===== src/rtl/deskew_pkg.sv =====
// Shared types and defaults for the deskew shear engine.
//   state_t   : engine FSM states
//   IMG_W_DEF : default frame width in pixels
//   IMG_H_DEF : default frame height in pixels
//   ALPHA_ONE : alpha value representing 1.0 (Q4.12)
package deskew_pkg;

  typedef enum logic [2:0] {
    IDLE,
    ROW,
    PIX,
    DRAIN,
    DONE
  } state_t;

  localparam int unsigned IMG_W_DEF = 28;
  localparam int unsigned IMG_H_DEF = 28;
  localparam int unsigned ALPHA_ONE = 4096;

endpackage


===== src/rtl/deskew_shear_if.sv =====
// Command/status and BRAM signal bundle for deskew_shear.
//   start/ready/alpha_i          : command register handshake and shear coefficient
//   in_addr_o/in_en_o/in_data_i  : input BRAM read port (data valid one cycle after enable)
//   out_addr_o/out_we_o/out_data_o : output BRAM write port
// slave  : the deskew engine side
// master : the command register / memory side
interface deskew_shear_if #(
  parameter int unsigned PIX_W   = 16,
  parameter int unsigned ALPHA_W = 16,
  parameter int unsigned ADDR_W  = 10
);

  logic               start;
  logic               ready;
  logic [ALPHA_W-1:0] alpha_i;
  logic [ADDR_W-1:0]  in_addr_o;
  logic               in_en_o;
  logic [PIX_W-1:0]   in_data_i;
  logic [ADDR_W-1:0]  out_addr_o;
  logic               out_we_o;
  logic [PIX_W-1:0]   out_data_o;

  modport slave (
    input  start, alpha_i, in_data_i,
    output ready, in_addr_o, in_en_o, out_addr_o, out_we_o, out_data_o
  );

  modport master (
    output start, alpha_i, in_data_i,
    input  ready, in_addr_o, in_en_o, out_addr_o, out_we_o, out_data_o
  );

endinterface


===== src/rtl/deskew_offset_calc.sv =====
// Per-row horizontal shift for the shear.
//   y     : row index
//   alpha : signed shear coefficient, ALPHA_FRAC fractional bits
//   off   : round(alpha * (y - (IMG_H-1)/2)), rounded half up
// Computed as (alpha*(2y-(IMG_H-1)) + 2^ALPHA_FRAC) >>> (ALPHA_FRAC+1) so the
// half-row centre stays integer and no precision is lost before rounding.
module deskew_offset_calc
  import deskew_pkg::*;
#(
  parameter int unsigned IMG_H      = IMG_H_DEF,
  parameter int unsigned ALPHA_W    = 16,
  parameter int unsigned ALPHA_FRAC = 12,
  parameter int unsigned ADDR_W     = 10,
  parameter int unsigned Y_W        = 5
) (
  input  logic        [Y_W-1:0]          y,
  input  logic signed [ALPHA_W-1:0]      alpha,
  output logic signed [ALPHA_W+ADDR_W:0] off
);

  localparam int unsigned PW = ALPHA_W + ADDR_W + 1;
  localparam logic signed [PW-1:0] HALF = PW'(2 ** ALPHA_FRAC);
  localparam logic signed [PW-1:0] SPAN = PW'(IMG_H - 1);

  logic signed [PW-1:0] dy;
  logic signed [PW-1:0] alpha_x;
  logic signed [PW-1:0] prod;
  logic signed [PW-1:0] sum;

  assign dy      = $signed({{(PW-Y_W-1){1'b0}}, y, 1'b0}) - SPAN;
  assign alpha_x = {{(PW-ALPHA_W){alpha[ALPHA_W-1]}}, alpha};
  assign prod    = alpha_x * dy;
  assign sum     = prod + HALF;
  assign off     = sum >>> (ALPHA_FRAC + 1);

endmodule


===== src/rtl/deskew_shear.sv =====
// Deskew engine: applies out(y,x) = in(y, x + off(y)) over one IMG_H x IMG_W
// frame, nearest neighbour, zero fill for out-of-range sources. One pixel per
// clock; reads the input BRAM and writes the output BRAM one cycle later.
//   clk   : clock, all logic on posedge
//   reset : asynchronous, active-high; returns engine to IDLE
//   bus   : start/ready/alpha and both BRAM ports (slave modport)
module deskew_shear
  import deskew_pkg::*;
#(
  parameter int unsigned IMG_W      = IMG_W_DEF,
  parameter int unsigned IMG_H      = IMG_H_DEF,
  parameter int unsigned PIX_W      = 16,
  parameter int unsigned ALPHA_W    = 16,
  parameter int unsigned ALPHA_FRAC = 12,
  parameter int unsigned ADDR_W     = 10
) (
  input logic           clk,
  input logic           reset,
  deskew_shear_if.slave bus
);

  localparam int unsigned X_W = $clog2(IMG_W + 1);
  localparam int unsigned Y_W = $clog2(IMG_H + 1);
  localparam int unsigned PW  = ALPHA_W + ADDR_W + 1;
  localparam logic signed [PW-1:0] W_S = PW'(IMG_W);

  state_t state, state_nx;

  logic signed [ALPHA_W-1:0] alpha_r;
  logic        [X_W-1:0]     x;
  logic        [Y_W-1:0]     y;
  logic        [ADDR_W-1:0]  row_base;
  logic signed [PW-1:0]      off_calc;
  logic signed [PW-1:0]      off_r;
  logic signed [PW-1:0]      src;
  logic                      in_range;
  logic                      last_col;
  logic                      last_row;

  // read -> write pipeline stage
  logic              wr_valid;
  logic              wr_zero;
  logic [ADDR_W-1:0] wr_addr;

  deskew_offset_calc #(
    .IMG_H      (IMG_H),
    .ALPHA_W    (ALPHA_W),
    .ALPHA_FRAC (ALPHA_FRAC),
    .ADDR_W     (ADDR_W),
    .Y_W        (Y_W)
  ) u_offset (
    .y     (y),
    .alpha (alpha_r),
    .off   (off_calc)
  );

  assign src      = $signed({{(PW-X_W){1'b0}}, x}) + off_r;
  assign in_range = !src[PW-1] && (src < W_S);
  assign last_col = (x == X_W'(IMG_W - 1));
  assign last_row = (y == Y_W'(IMG_H - 1));

  always_comb begin
    state_nx = state;
    unique case (state)
      IDLE:    if (bus.start) state_nx = ROW;
      ROW:     state_nx = PIX;
      PIX:     if (last_col) state_nx = last_row ? DRAIN : ROW;
      DRAIN:   state_nx = DONE;
      DONE:    if (!bus.start) state_nx = IDLE;
      default: state_nx = IDLE;
    endcase
  end

  always_ff @(posedge clk or posedge reset) begin
    if (reset) state <= IDLE;
    else       state <= state_nx;
  end

  always_ff @(posedge clk or posedge reset) begin
    if (reset) begin
      alpha_r  <= '0;
      x        <= '0;
      y        <= '0;
      row_base <= '0;
      off_r    <= '0;
      wr_valid <= 1'b0;
      wr_zero  <= 1'b0;
      wr_addr  <= '0;
    end else begin
      wr_valid <= (state == PIX);
      wr_zero  <= !in_range;
      wr_addr  <= row_base + ADDR_W'(x);
      unique case (state)
        IDLE: begin
          if (bus.start) begin
            alpha_r  <= $signed(bus.alpha_i);
            y        <= '0;
            row_base <= '0;
          end
        end
        ROW: begin
          off_r <= off_calc;
          x     <= '0;
        end
        PIX: begin
          x <= x + 1'b1;
          if (last_col && !last_row) begin
            y        <= y + 1'b1;
            row_base <= row_base + ADDR_W'(IMG_W);
          end
        end
        default: ;
      endcase
    end
  end

  assign bus.ready      = (state == IDLE) || (state == DONE);
  assign bus.in_en_o    = (state == PIX) && in_range;
  assign bus.in_addr_o  = bus.in_en_o ? row_base + ADDR_W'(src) : '0;
  assign bus.out_we_o   = wr_valid;
  assign bus.out_addr_o = wr_addr;
  assign bus.out_data_o = (wr_valid && !wr_zero) ? bus.in_data_i : '0;

endmodule

===== src/flat_wrapper.sv =====
// flat-port wrapper written by rule: the top's interface ports become plain ports
module deskew_shear_flat import deskew_pkg::*;
#(
  parameter int unsigned IMG_W      = IMG_W_DEF,
  parameter int unsigned IMG_H      = IMG_H_DEF,
  parameter int unsigned PIX_W      = 16,
  parameter int unsigned ALPHA_W    = 16,
  parameter int unsigned ALPHA_FRAC = 12,
  parameter int unsigned ADDR_W     = 10
)
  (clk, reset, bus_start, bus_alpha_i, bus_in_data_i, bus_ready, bus_in_addr_o, bus_in_en_o, bus_out_addr_o, bus_out_we_o, bus_out_data_o);
  deskew_shear_if #(.PIX_W(PIX_W), .ALPHA_W(ALPHA_W), .ADDR_W(ADDR_W)) bus_i ();
  input logic clk;
  input logic reset;
  input wire logic [$bits(bus_i.start)-1:0] bus_start;
  input wire logic [$bits(bus_i.alpha_i)-1:0] bus_alpha_i;
  input wire logic [$bits(bus_i.in_data_i)-1:0] bus_in_data_i;
  output wire logic [$bits(bus_i.ready)-1:0] bus_ready;
  output wire logic [$bits(bus_i.in_addr_o)-1:0] bus_in_addr_o;
  output wire logic [$bits(bus_i.in_en_o)-1:0] bus_in_en_o;
  output wire logic [$bits(bus_i.out_addr_o)-1:0] bus_out_addr_o;
  output wire logic [$bits(bus_i.out_we_o)-1:0] bus_out_we_o;
  output wire logic [$bits(bus_i.out_data_o)-1:0] bus_out_data_o;
  assign bus_i.start = bus_start;
  assign bus_i.alpha_i = bus_alpha_i;
  assign bus_i.in_data_i = bus_in_data_i;
  assign bus_ready = bus_i.ready;
  assign bus_in_addr_o = bus_i.in_addr_o;
  assign bus_in_en_o = bus_i.in_en_o;
  assign bus_out_addr_o = bus_i.out_addr_o;
  assign bus_out_we_o = bus_i.out_we_o;
  assign bus_out_data_o = bus_i.out_data_o;
  deskew_shear #(.IMG_W(IMG_W), .IMG_H(IMG_H), .PIX_W(PIX_W), .ALPHA_W(ALPHA_W), .ALPHA_FRAC(ALPHA_FRAC), .ADDR_W(ADDR_W)) u_core (.clk(clk), .reset(reset), .bus(bus_i));
endmodule

===== config.mk =====
export PLATFORM = sky130hd
export DESIGN_NAME = deskew_shear_flat
export DESIGN_NICKNAME = d
export VERILOG_FILES = /design/src/rtl/deskew_pkg.sv /design/src/rtl/deskew_shear_if.sv /design/src/rtl/deskew_offset_calc.sv /design/src/rtl/deskew_shear.sv /design/src/flat_wrapper.sv
export SDC_FILE = /design/constraint.sdc
export NUM_CORES = 1
export LEC_CHECK = 0
export BUFFER_PORTS_ARGS = -buffer_cell sky130_fd_sc_hd__buf_2
export CORE_ASPECT_RATIO = 2
export CORE_MARGIN = 3
export CORE_UTILIZATION = 50
export DETAILED_ROUTE_END_ITERATION = 12
export PLACE_DENSITY = 0.69
export SLEW_MARGIN = 15
export SYNTH_ARGS = -nofsm -noshare
export SYNTH_HDL_FRONTEND = slang
export SYNTH_SLANG_ARGS = --single-unit

===== constraint.sdc =====
create_clock -name clk -period 7 [get_ports clk]
set_input_delay 1.75 -clock clk [delete_from_list [all_inputs] [get_ports clk]]
set_output_delay 1.75 -clock clk [all_outputs]
set_load 0.05 [all_outputs]

### Word-level counts from Yosys, hierarchy flattened

Cells that the tools add are included.

* input port bits: 35
* bits in registers: 65
* output and inout port bits: 39
* word-level logic and storage cells: 58

* $mul: 1
* add/subtract/negate cells: 8
* equality and inequality tests: 10
* magnitude comparators: 1
* mux-type cells: 14
* reductions and logical operators: 15

Operator list (count)
* 10-bit 2-to-1 mux: 3
* 27-bit by 6-bit less-than comparator with 1-bit output (second input constant): 1
* 23-bit by 14-bit adder with 24-bit output (second input constant): 1
* 16-bit by 7-bit multiplier with 23-bit output: 1
* 10-bit case mux with 2 select lines: 1
* 5-bit case mux with 2 select lines: 2
* 16-bit 2-to-1 mux: 1
* 6-bit by 14-bit adder with 15-bit output: 1
* 3-bit case mux with 5 select lines: 1
* 10-bit adder: 1
* 10-bit by 5-bit adder with 10-bit output: 1
* 10-bit by 5-bit adder with 10-bit output (second input constant): 1
* 5-bit by 1-bit adder with 5-bit output (second input constant): 2
* 5-bit == test (second input constant): 2
* 5-bit 2-to-1 mux: 2
* 3-bit 2-to-1 mux: 3
* 6-bit by 5-bit subtractor with 7-bit output (second input constant): 1
* 3-bit by 2-bit == test with 1-bit output (second input constant): 2
* 2-bit != test (second input constant): 3
* 3-bit AND reduction: 2
* 1-bit logical AND: 4
* 1-bit logical NOT: 4
* 2-bit nonzero test: 2
* 3-bit by 1-bit == test with 1-bit output (second input constant): 1
* 6 further kinds: 6

### Logic depth before layout (Yosys ltp)

Gate-level depths: netlist of the first run.

* word-level depth: 5
* mapped depth: 20
* mapped depth without buffers: 18

### By module

From an unflattened synthesis of the first run, not the netlist that was laid out.

* cells, all modules: 902
* area, all modules: 8488.1 um^2

Modules (own cells, without submodules)
* deskew_shear: area an instance 4445.5 um^2, cells an instance 430, sequential area each 1901.8 um^2, times used 1
* deskew_offset_calc: area an instance 4042.6 um^2, cells an instance 472, sequential area each 0.0 um^2, times used 1

### Worst setup path after synthesis of the first run

Ideal clock, no wire load.

* path type: reg-to-reg
* start: register u_core.y[1]
* end: register u_core.off_r[12]
* setup time: 0.069 ns
* arrival time: 5.236 ns
* required time: 6.931 ns
* path buffers: 1
* cell stages (with the launch flop): 18
* path slack: 1.695 ns
* cells stage by stage: dfrtp_1 ha_1 xor2_1 clkbuf_1 and2_1 fa_1 fa_1 inv_1 fa_1 fa_1 inv_1 ha_1 a21oi_1 o211ai_1 a221oi_2 nor4_1 or4_1 nand3_1

* longest elaborated chain between the ends: 3

RTL lines
* from (decl): line deskew_shear.sv:31 `logic [Y_W-1:0] y;`
* from (signal assigned): line deskew_shear.sv:108 `y <= y + 1'b1;`
* 6-bit by 5-bit subtractor with 7-bit output: line deskew_offset_calc.sv:30 `assign dy = $signed({{(PW-Y_W-1){1'b0}}, y, 1'b0}) - SPAN;`
* 16-bit by 7-bit multiplier with 23-bit output: line deskew_offset_calc.sv:32 `assign prod = alpha_x * dy;`
* 23-bit by 14-bit adder with 24-bit output: line deskew_offset_calc.sv:33 `assign sum = prod + HALF;`
* to (signal assigned): line deskew_shear.sv:102 `off_r <= off_calc;`
* to (decl): line deskew_shear.sv:34 `logic signed [PW-1:0] off_r;`

No other way between the ends.
A chain may end at the register's enable or synchronous reset.

### Worst setup path after layout of the first run

Ends and elaborated chain as after synthesis.

==> results of run 1 <==
## registers in the layout, summed over array words and instances, names as in the netlist
signal and flops:
u_core.row_base 8, u_core.x 5, u_core.y 5, u_core.off_r 11, u_core.alpha_r 16, u_core.bus.out_we_o 1, u_core.wr_zero 1, u_core.bus.out_addr_o 10
u_core.state 3
## worst max-delay path: cells and delay by family, from the launching register on
kind / cells / cell delay, ns
adders and majority gates: 6 / 2.74
AOI/OAI and AO/OA: 5 / 1.43
and+or+nand+nor: 3 / 0.70
DFF: 1 / 0.51
buffers and inverters: 2 / 0.10
## stage by stage
stage	instances	util	hold slack, ns	cell area [um^2]	setup WS (ns)
after floorplan	820	-	0.435	7170	1.70
after global placement	1065	0.553	0.468	7720	1.59
after detailed placement	1065	0.553	0.469	7720	1.43
after CTS	1081	0.574	0.481	8020	1.43
after global routing	1081	0.574	0.504	8020	0.990
final	1081	0.574	0.482	8020	1.44
## cells by family after synthesis
| family | share of synthesized area |
|---|---|
| muxes | 0.00419 |
| DFF | 0.209 |
| AOI/OAI and AO/OA | 0.0937 |
| adders and majority gates | 0.354 |
| buffers and inverters | 0.0932 |
| other | 0.000523 |
| and+or+nand+nor | 0.192 |
| xor gates and xnor gates | 0.0534 |
## worst max path at each step
stage          depth (start not counted)        start          endpoint  slack, ns
2_1_floorplan                         17  u_core.y[1]  u_core.off_r[12]       1.70
3_5_place_dp                          16  u_core.y[1]  u_core.off_r[12]       1.43
4_1_cts                               16  u_core.y[1]  u_core.off_r[12]       1.43
5_1_grt                               16  u_core.y[1]  u_core.off_r[12]       0.99
3_3_place_gp                          17  u_core.y[1]  u_core.off_r[12]       1.59
6_report                              16  u_core.y[1]  u_core.off_r[12]       1.44
## per-layer routing
layer,GRT usage,vias to the layer above
met1,0.214,2689
met2,0.446,159
li1,-,2742
met5,0,-
met3,0.0296,52
met4,0.103,0
## final cells by class
class / instances / area (um^2)
clock buffers: 9 / 225
clock inverters: 7 / 75.1
fillers: 1293 / 5950
inverters: 152 / 571
multi-input cells: 585 / 5000
flip-flops and latches: 60 / 1500
well taps: 189 / 236
repair buffers: 79 / 410
## cells in the final DEF, fill, tap and decap left out, types with 4 or more instances in the layout
cell type / instances
buf_4: 6
o21a_1: 4
nand4_1: 9
xnor2_1: 20
dfrtp_1: 60
fa_1: 86
nand3_1: 19
inv_1: 151
and2_1: 55
clkbuf_16: 9
xor2_1: 21
a21oi_1: 24
buf_2: 73
or3_1: 5
o21ai_0: 31
nor2b_1: 7
a21o_1: 4
o31ai_1: 6
ha_1: 65
nand2_1: 116
nor3_1: 4
nor2_1: 48
nand2b_1: 4
==> results.yml, run 1 <==
synthesis:
  ys_seq_area_frac: 0.209
  synth_fp_nets: 1006
  yosysWarnings: 0
  avgSynthCellArea_um2: 8.74
  ys_types: 60
  yosys.area.top_type_share: 0.240
  async_reset_ff_frac: 1.00
  ys.flop_type: "dfrtp_1"
  yosys.area.top_type: "fa_1"
  synth_common_cells: "152 x inv_1, 116 x nand2_1, 86 x fa_1"
  synth_edf_count: 0
  synth_area_um2: 7170
  synth_cells: 820
  synth_area_leaders: "fa_1 24%, dfrtp_1 21%, ha_1 11%"
  synth-seq-cells: 60
  yosysMostFrequentCell: "inv_1"
routing:
  highest_layer: "met4"
  drt-initial-drc-count: 242
  drc: 0
  wl_per_cell_um: 15.1
  drt-total-wl_um: 16300
  wl_met3_um: 615
  routed_via_density: 5.22
  postRouteAntennaNets: 0
  dr.pass1.iters: 4
  drt-met1-wl_um: 5650
  num_vias: 5642
  wl_met2_um: 9380
setup_path:
  reg2reg_from: "u_core.y[1]"
  path_cells: "ha_1, a21o_1, nor2_1, fa_1, inv_1, fa_1, fa_1, fa_1, inv_1, ha_1, a21oi_1, o31ai_1, a31oi_1, o21ai_0, or4_1, nand3_1"
  r2r_slack_ns: 1.44
  cp_max_fo: 17
  cp_data_required_time_ns: 7.27
  worstRegToRegCells: 16
  slowest_stage: "fa_1"
  critPathArrivalTime_ns: 5.83
  crit_top_cell: "fa_1"
  reg2reg_to: "u_core.off_r[12]"
  crit_path_start_kind: "flop"
  cpPeakStageDelay_ns: 0.55
  crit_path_end_kind: "flop"
  worstSetupPathType: "reg -> reg"
sta:
  max_slew_margin: 0.473
  final-hold-violation-count: 0
  rsz0062_at_grt: "no"
  fmax_mhz: 180
  fin_skew_ns: 0.0114
  setup_viol: 0
  period_share: 0.795
  tns_ns: 0
  max_slew.worst_pin.slew_ns: 0.791
  drv_slew: 0
  final_period_minus_worst_setup_slack_ns: 5.56
flow_run:
  drv_cap: 0
clock_tree:
  clk_latency_ns: 0.34
  ctsResizeCount: 0
  numCtsBuffers: 9
  ctsHoldBuffers: 0
  cts_tree: "built"
  post_cts_buffers: 0
  clock_path_buffers: 2
  clkSlewWorstSetupHoldPaths_ns: 0.06
  root_buffer: "clkbuf_16"
  cts_max_level: 3
  cts.sinks: 60
die:
  core_area_um2: 14000
  die_h_um: 175
  dieArea_um2: 15900
  start_util: 0.513
  num_rows: 61
  ioPinCount: 74
  die_w_um: 90.7
cells_and_area:
  drive_gt1_frac: 0.122
  area_growth_pct: 11.9
  n_antenna_cell: 0
  nNetsFinal: 1073
run_status:
  run_status: "finished clean"
grt:
  grt_overflow: 0
  grt_pass1_vias: 6044
  grt_max_degree: 61
  antenna_found_initial: 0
  grt_usage: 0.221
  grt_pass1_wl_um: 28000
hold_path:
  min_path_cells: 0
  hp-start: "u_core.x[0]"
  whs_endpoint: "u_core.bus.out_addr_o[0]"
  min_path_type: "reg -> reg"
place:
  portBuffers: 73
  place_congestion: 0.850
  place_hpwl_um: 13200
Power of run 1 is not shown: default switching activity piles up to over one toggle a cycle in this logic, so the estimate is an artifact.
==> run 2, diff against run 1 <==
Settings changed: ABC_AREA set to 1, PLACE_DENSITY 0.69 to 0.72.
Clock period 7 ns to 4.85 ns, I/O delays scaled along.
==> run 2 against run 1 <==
Effect of this change: the run now ends with negative setup slack left; non-clock buffer count is 54 higher; global-route usage is 3.1 points higher; sequential share of layout area is 3.0 points lower.
==> results.yml, run 2 <==
sta:
  period_share: 1.01
  fin_skew_ns: 0.0138
  tns_ns: -0.0709
  final-hold-violation-count: 0
  rsz0062_at_grt: "yes"
  final_period_minus_worst_setup_slack_ns: 4.90
  max_slew.worst_pin.slew_ns: 0.809
  fmax_mhz: 204
  max_slew_margin: 0.457
  drv_slew: 0
  setup_viol: 2
  fin_ws_ns: -0.0521
place:
  place_congestion: 0.946
  place_hpwl_um: 16300
  portBuffers: 73
clock_tree:
  clkSlewWorstSetupHoldPaths_ns: 0.06
  clk_latency_ns: 0.34
  cts_max_level: 3
  numCtsBuffers: 9
  root_buffer: "clkbuf_16"
  clock_path_buffers: 2
  ctsHoldBuffers: 0
  cts_tree: "built"
  cts.sinks: 60
synthesis:
  ys.flop_type: "dfrtp_1"
  synth_area_um2: 7600
  async_reset_ff_frac: 1.00
  synth_cells: 1024
  yosysMostFrequentCell: "inv_1"
  ys_seq_area_frac: 0.197
  synth_area_leaders: "fa_1 23%, dfrtp_1 20%, inv_1 12%"
  synth_fp_nets: 1210
  yosys.area.top_type: "fa_1"
  avgSynthCellArea_um2: 7.43
  synth-seq-cells: 60
  ys_types: 40
  yosysWarnings: 0
  yosys.area.top_type_share: 0.226
  synth_common_cells: "247 x inv_1, 204 x nand2_1, 122 x nor2_1"
  synth_edf_count: 0
routing:
  postRouteAntennaNets: 0
  drt-total-wl_um: 21400
  routed_via_density: 5.29
  drt-initial-drc-count: 356
  drc: 0
  wl_per_cell_um: 15.9
  num_vias: 7146
  dr.pass1.iters: 5
cells_and_area:
  largest_register: "u_core.alpha_r"
  area_growth_pct: 25.6
  final_cell_mix: "234 x inv_1, 192 x nand2_1, 85 x nor2_1"
  n_antenna_cell: 0
  final_common_cell: "inv_1"
  nNetsFinal: 1338
  largest_reg_flops: 16
  drive_gt1_frac: 0.237
setup_path:
  cp_max_fo: 6
  r2r_slack_ns: -0.05
  worstSetupPathType: "reg -> reg"
  critPathArrivalTime_ns: 5.12
  reg2reg_to: "u_core.off_r[8]"
  cp_data_required_time_ns: 5.07
  reg2reg_from: "u_core.y[2]"
  crit_path_end_kind: "flop"
  crit_path_start_kind: "flop"
  worstRegToRegCells: 23
hold_path:
  min_path_cells: 0
  hp-start: "u_core.x[0]"
  whs_endpoint: "u_core.bus.out_addr_o[0]"
  min_path_type: "reg -> reg"
grt:
  grt_use_met1: 0.222
  top_usage_layer: "met2"
  grt_overflow: 0
  antenna_found_initial: 0
  grtUsageMet2: 0.492
  grt_pass1_wl_um: 33200
  grt_usage: 0.252
  grt_pass1_vias: 7442
  grt_max_degree: 37
  use_met3: 0.0330
die:
  ioPinCount: 74
  start_util: 0.510
  dieArea_um2: 16800
  die_w_um: 93.2
  core_area_um2: 14900
  num_rows: 63
  die_h_um: 180
run_status:
  run_status: "complete, but fails checks"
  violations: "negative setup slack"
flow_run:
  drv_cap: 0
==> run 2: cells by family after synthesis <==
logic type | count (synthesis) | synth area share
AND/OR/NAND/NOR | 425 | 0.239
buffers and inverters | 266 | 0.132
adder cells (fa/ha/maj) | 151 | 0.333
AO/OA/AOI/OAI | 95 | 0.0683
flip-flops | 60 | 0.197
XOR/XNOR | 26 | 0.0299
other | 1 | 0.000493
==> run 2: per-layer routing <==
metal | vias up | wire (um)
li1 | 3360 | -
met1 | 3361 | 6620
met2 | 292 | 11900
met3 | 133 | 981
met4 | 0 | 1930
met5 | - | 0
==> run 2: worst max-delay path by stage <==
stage	from	to	slack, ns	cells after the start
final	u_core.y[2]	u_core.off_r[8]	-0.05	23
after global routing	u_core.y[1]	u_core.off_r[8]	-0.20	24
after CTS	u_core.y[1]	u_core.off_r[9]	-0.01	23
after detailed placement	u_core.y[1]	u_core.off_r[7]	-0.18	22
after global placement	u_core.y[1]	u_core.off_r[7]	-0.11	22
after floorplan	u_core.y[1]	u_core.off_r[9]	0.07	21
==> run 2: what timing repair did <==
item                       CTS  global route
gates cloned                 1             0
setup buffers                5            12
gates resized for setup     25           133
pin swaps                    0            83
setup endpoints to repair   11            14
==> run 2: per-stage QoR <==
stage	worst slack, ns	utilization	area [um^2]	std cells	hold slack [ns]
finish	-0.0521	0.641	9550	1352	0.484
global route	-0.203	0.641	9550	1352	0.516
CTS	-0.0132	0.598	8900	1340	0.488
detailed placement	-0.179	0.568	8470	1318	0.478
global placement	-0.113	0.568	8470	1318	0.474
floorplan	0.0693	-	7600	1024	0.441
==> run 2: cell type report <==
type                            count  area [um^2]
Timing Repair inverter              1         7.51
Timing Repair Buffer              133          843
Tap cell                          195          244
Sequential cell                    60         1500
Fill cell                        1211         5350
Clock inverter                      5         85.1
Clock buffer                       11          243
Multi-Input combinational cell    698         5680
Inverter                          249          945
==> run 2: worst max-delay path, stage by stage, from the launching register on <==
cell and delay, ns:
dfrtp_1 0.40, ha_2 0.22, nand2_1 0.08, inv_2 0.07, nor2_4 0.22, clkinv_4 0.19, nor2_4 0.15, fa_1 0.44
fa_1 0.51, inv_1 0.05, fa_1 0.46, fa_1 0.54, inv_1 0.08, ha_4 0.30, nand2_1 0.11, buf_4 0.18
nor2_2 0.12, nand3_1 0.15, nand2_2 0.16, nand2_1 0.09, nand2_1 0.08, nand2_1 0.05, nand3_1 0.07, nand2_1 0.05
Power of run 2 is left out for the same reason.
==> run 3, diff against run 2 <==
Settings changed: CORE_UTILIZATION 50 to 41, PLACE_DENSITY 0.72 to not set.
==> run 3 against run 2 <==
Effect of this change: the flow now finishes without violations; hold slack gained 0.0023 ns; critical path depth is the same; critical path type unchanged; sequential share of layout area grew 0.22 points; register-to-register slack gained 0.22 ns; sequential cell count is the same; via count shrank 5.2%; cell count grew 0.81%; clock skew is essentially flat; first-iteration DRC count shrank 46%.
==> results.yml, run 3 (synthesized netlist as in run 2, its figures left out) <==
setup_path:
  worstSetupPathType: "reg -> reg"
  crit_path_end_kind: "flop"
  cpPeakStageDelay_ns: 0.55
  slowest_stage: "fa_1"
  cp_max_fo: 4
  critPathArrivalTime_ns: 4.91
  cp_data_required_time_ns: 5.08
  crit_path_start_kind: "flop"
  crit_buf_inv: 7
  critPathTopFamily: "adder cells"
  path_cells: "ha_4, nand2_2, inv_2, nor2_4, clkinvlp_4, buf_6, buf_4, nor2_4, fa_1, inv_2, fa_1, fa_1, fa_1, inv_1, ha_4, nand2_1, buf_4, nor4_4, nand2_2, nand2_1, nand2_1, nand3_1, nand2_1"
clock_tree:
  clock_path_buffers: 2
  cts_tree: "built"
  cts_max_level: 3
  numCtsBuffers: 9
  cts.sinks: 60
  root_buffer: "clkbuf_16"
  clkSlewWorstSetupHoldPaths_ns: 0.06
  ctsHoldBuffers: 0
  clk_latency_ns: 0.35
routing:
  drt-total-wl_um: 20600
  drt-initial-drc-count: 191
  num_vias: 6771
  postRouteAntennaNets: 0
  drc: 0
  routed_via_density: 4.97
  wl_per_cell_um: 15.1
  dr.pass1.iters: 4
place:
  place_area_um2: 8510
  place_congestion: 0.882
  place_hpwl_um: 16700
  portBuffers: 73
cells_and_area:
  fillers: 1797
  area_growth_pct: 24.0
  multi_input_area_um2: 5620
  largest_register: "u_core.alpha_r"
  final_area_um2: 9430
  final_cell_mix: "235 x inv_1, 189 x nand2_1, 93 x nor2_1"
  regArea_um2: 1500
  n_antenna_cell: 0
  final_common_cell: "inv_1"
  drive_gt1_frac: 0.226
  nNetsFinal: 1331
  largest_reg_flops: 16
sta:
  max_slew_margin: 0.399
  fmax_mhz: 214
  drv_slew: 0
  final_period_minus_worst_setup_slack_ns: 4.68
  fin_skew_ns: 0.0137
  period_share: 0.965
  setup_viol: 0
  final-hold-violation-count: 0
  max_slew.worst_pin.slew_ns: 0.901
  rsz0062_at_grt: "yes"
run_status:
  run_status: "finished clean"
grt:
  grt_max_degree: 42
  antenna_found_initial: 0
  grt_overflow: 0
  grt_pass1_wl_um: 32700
  grt_usage: 0.208
  grt_pass1_vias: 7064
die:
  start_util: 0.423
  core_area_um2: 18000
  die_h_um: 199
  num_rows: 69
  ioPinCount: 74
  dieArea_um2: 20300
  die_w_um: 102
hold_path:
  min_path_type: "reg -> reg"
flow_run:
  drv_cap: 0
[run 3: cell types whose count changed in the layout (fill, tap and decap cells not counted), moves of 3 or more]
cell,change
nor2_1,+8
o21ai_1,-3
buf_6,-4
a21oi_2,+3
nand2_1,-3
o21ai_0,+4
nor2_4,-8
clkinv_4,-4
buf_4,-4
inv_6,+5
[run 3: final timing paths]
| path | cells past startpoint | slack (ns) | start | end |
|---|---|---|---|---|
| max | 23 | 0.17 | u_core.y[2] | u_core.off_r[8] |
| min | 2 | 0.49 | u_core.off_r[12] | u_core.off_r[12] |
| max reg2reg | 23 | 0.17 | u_core.y[2] | u_core.off_r[8] |
| min reg2reg | 2 | 0.49 | u_core.off_r[12] | u_core.off_r[12] |
| max in group asynchronous | 3 | 2.95 | reset | u_core.off_r[4] |
| min in group asynchronous | 2 | 1.06 | reset | u_core.alpha_r[3] |
[run 3: final cells by class]
| type | count | area share |
|---|---|---|
| multi-input cells | 698 | 0.596 |
| flip-flops and latches | 60 | 0.159 |
| inverters | 249 | 0.0999 |
| repair buffers | 126 | 0.0834 |
| well taps | 213 | 0.0283 |
| clock buffers | 9 | 0.0239 |
| clock inverters | 7 | 0.00849 |
| repair inverters | 1 | 0.000796 |
[run 3: repair_timing]
action / in CTS / in global routing
pin swaps: 0 / 62
gates resized for setup: 6 / 130
endpoints found under the hold margin: 0 / 0
endpoints found under the setup margin: 11 / 12
setup buffers: 1 / 7
cloned: 0 / 1
[run 3: through the flow]
step	util	instances	setup TNS, ns	setup WS [ns]	hold WS (ns)
2_1_floorplan	-	1024	0	0.0693	0.441
5_1_grt	0.525	1363	-0.340	-0.0639	0.506
6_report	0.525	1363	0	0.169	0.486
4_1_cts	0.492	1355	0	0.000739	0.483
3_3_place_gp	0.474	1338	-0.379	-0.145	0.468
3_5_place_dp	0.474	1338	-0.863	-0.204	0.469
[run 3: layer usage]
layer | part of all wire | GRT usage
met1 | 0.34 | 0.188
met5 | 0 | 0
met2 | 0.59 | 0.434
met4 | 0.045 | 0.0973
met3 | 0.028 | 0.0204
[run 3: worst reg2reg max path: cells and delay by family (launching register included)]
kind | cells | cell delay [ns]
adders and majority gates | 6 | 2.31
and+or+nand+nor | 10 | 0.99
buffers and inverters | 7 | 0.86
DFF | 1 | 0.41
Power of run 3 is left out for the same reason.
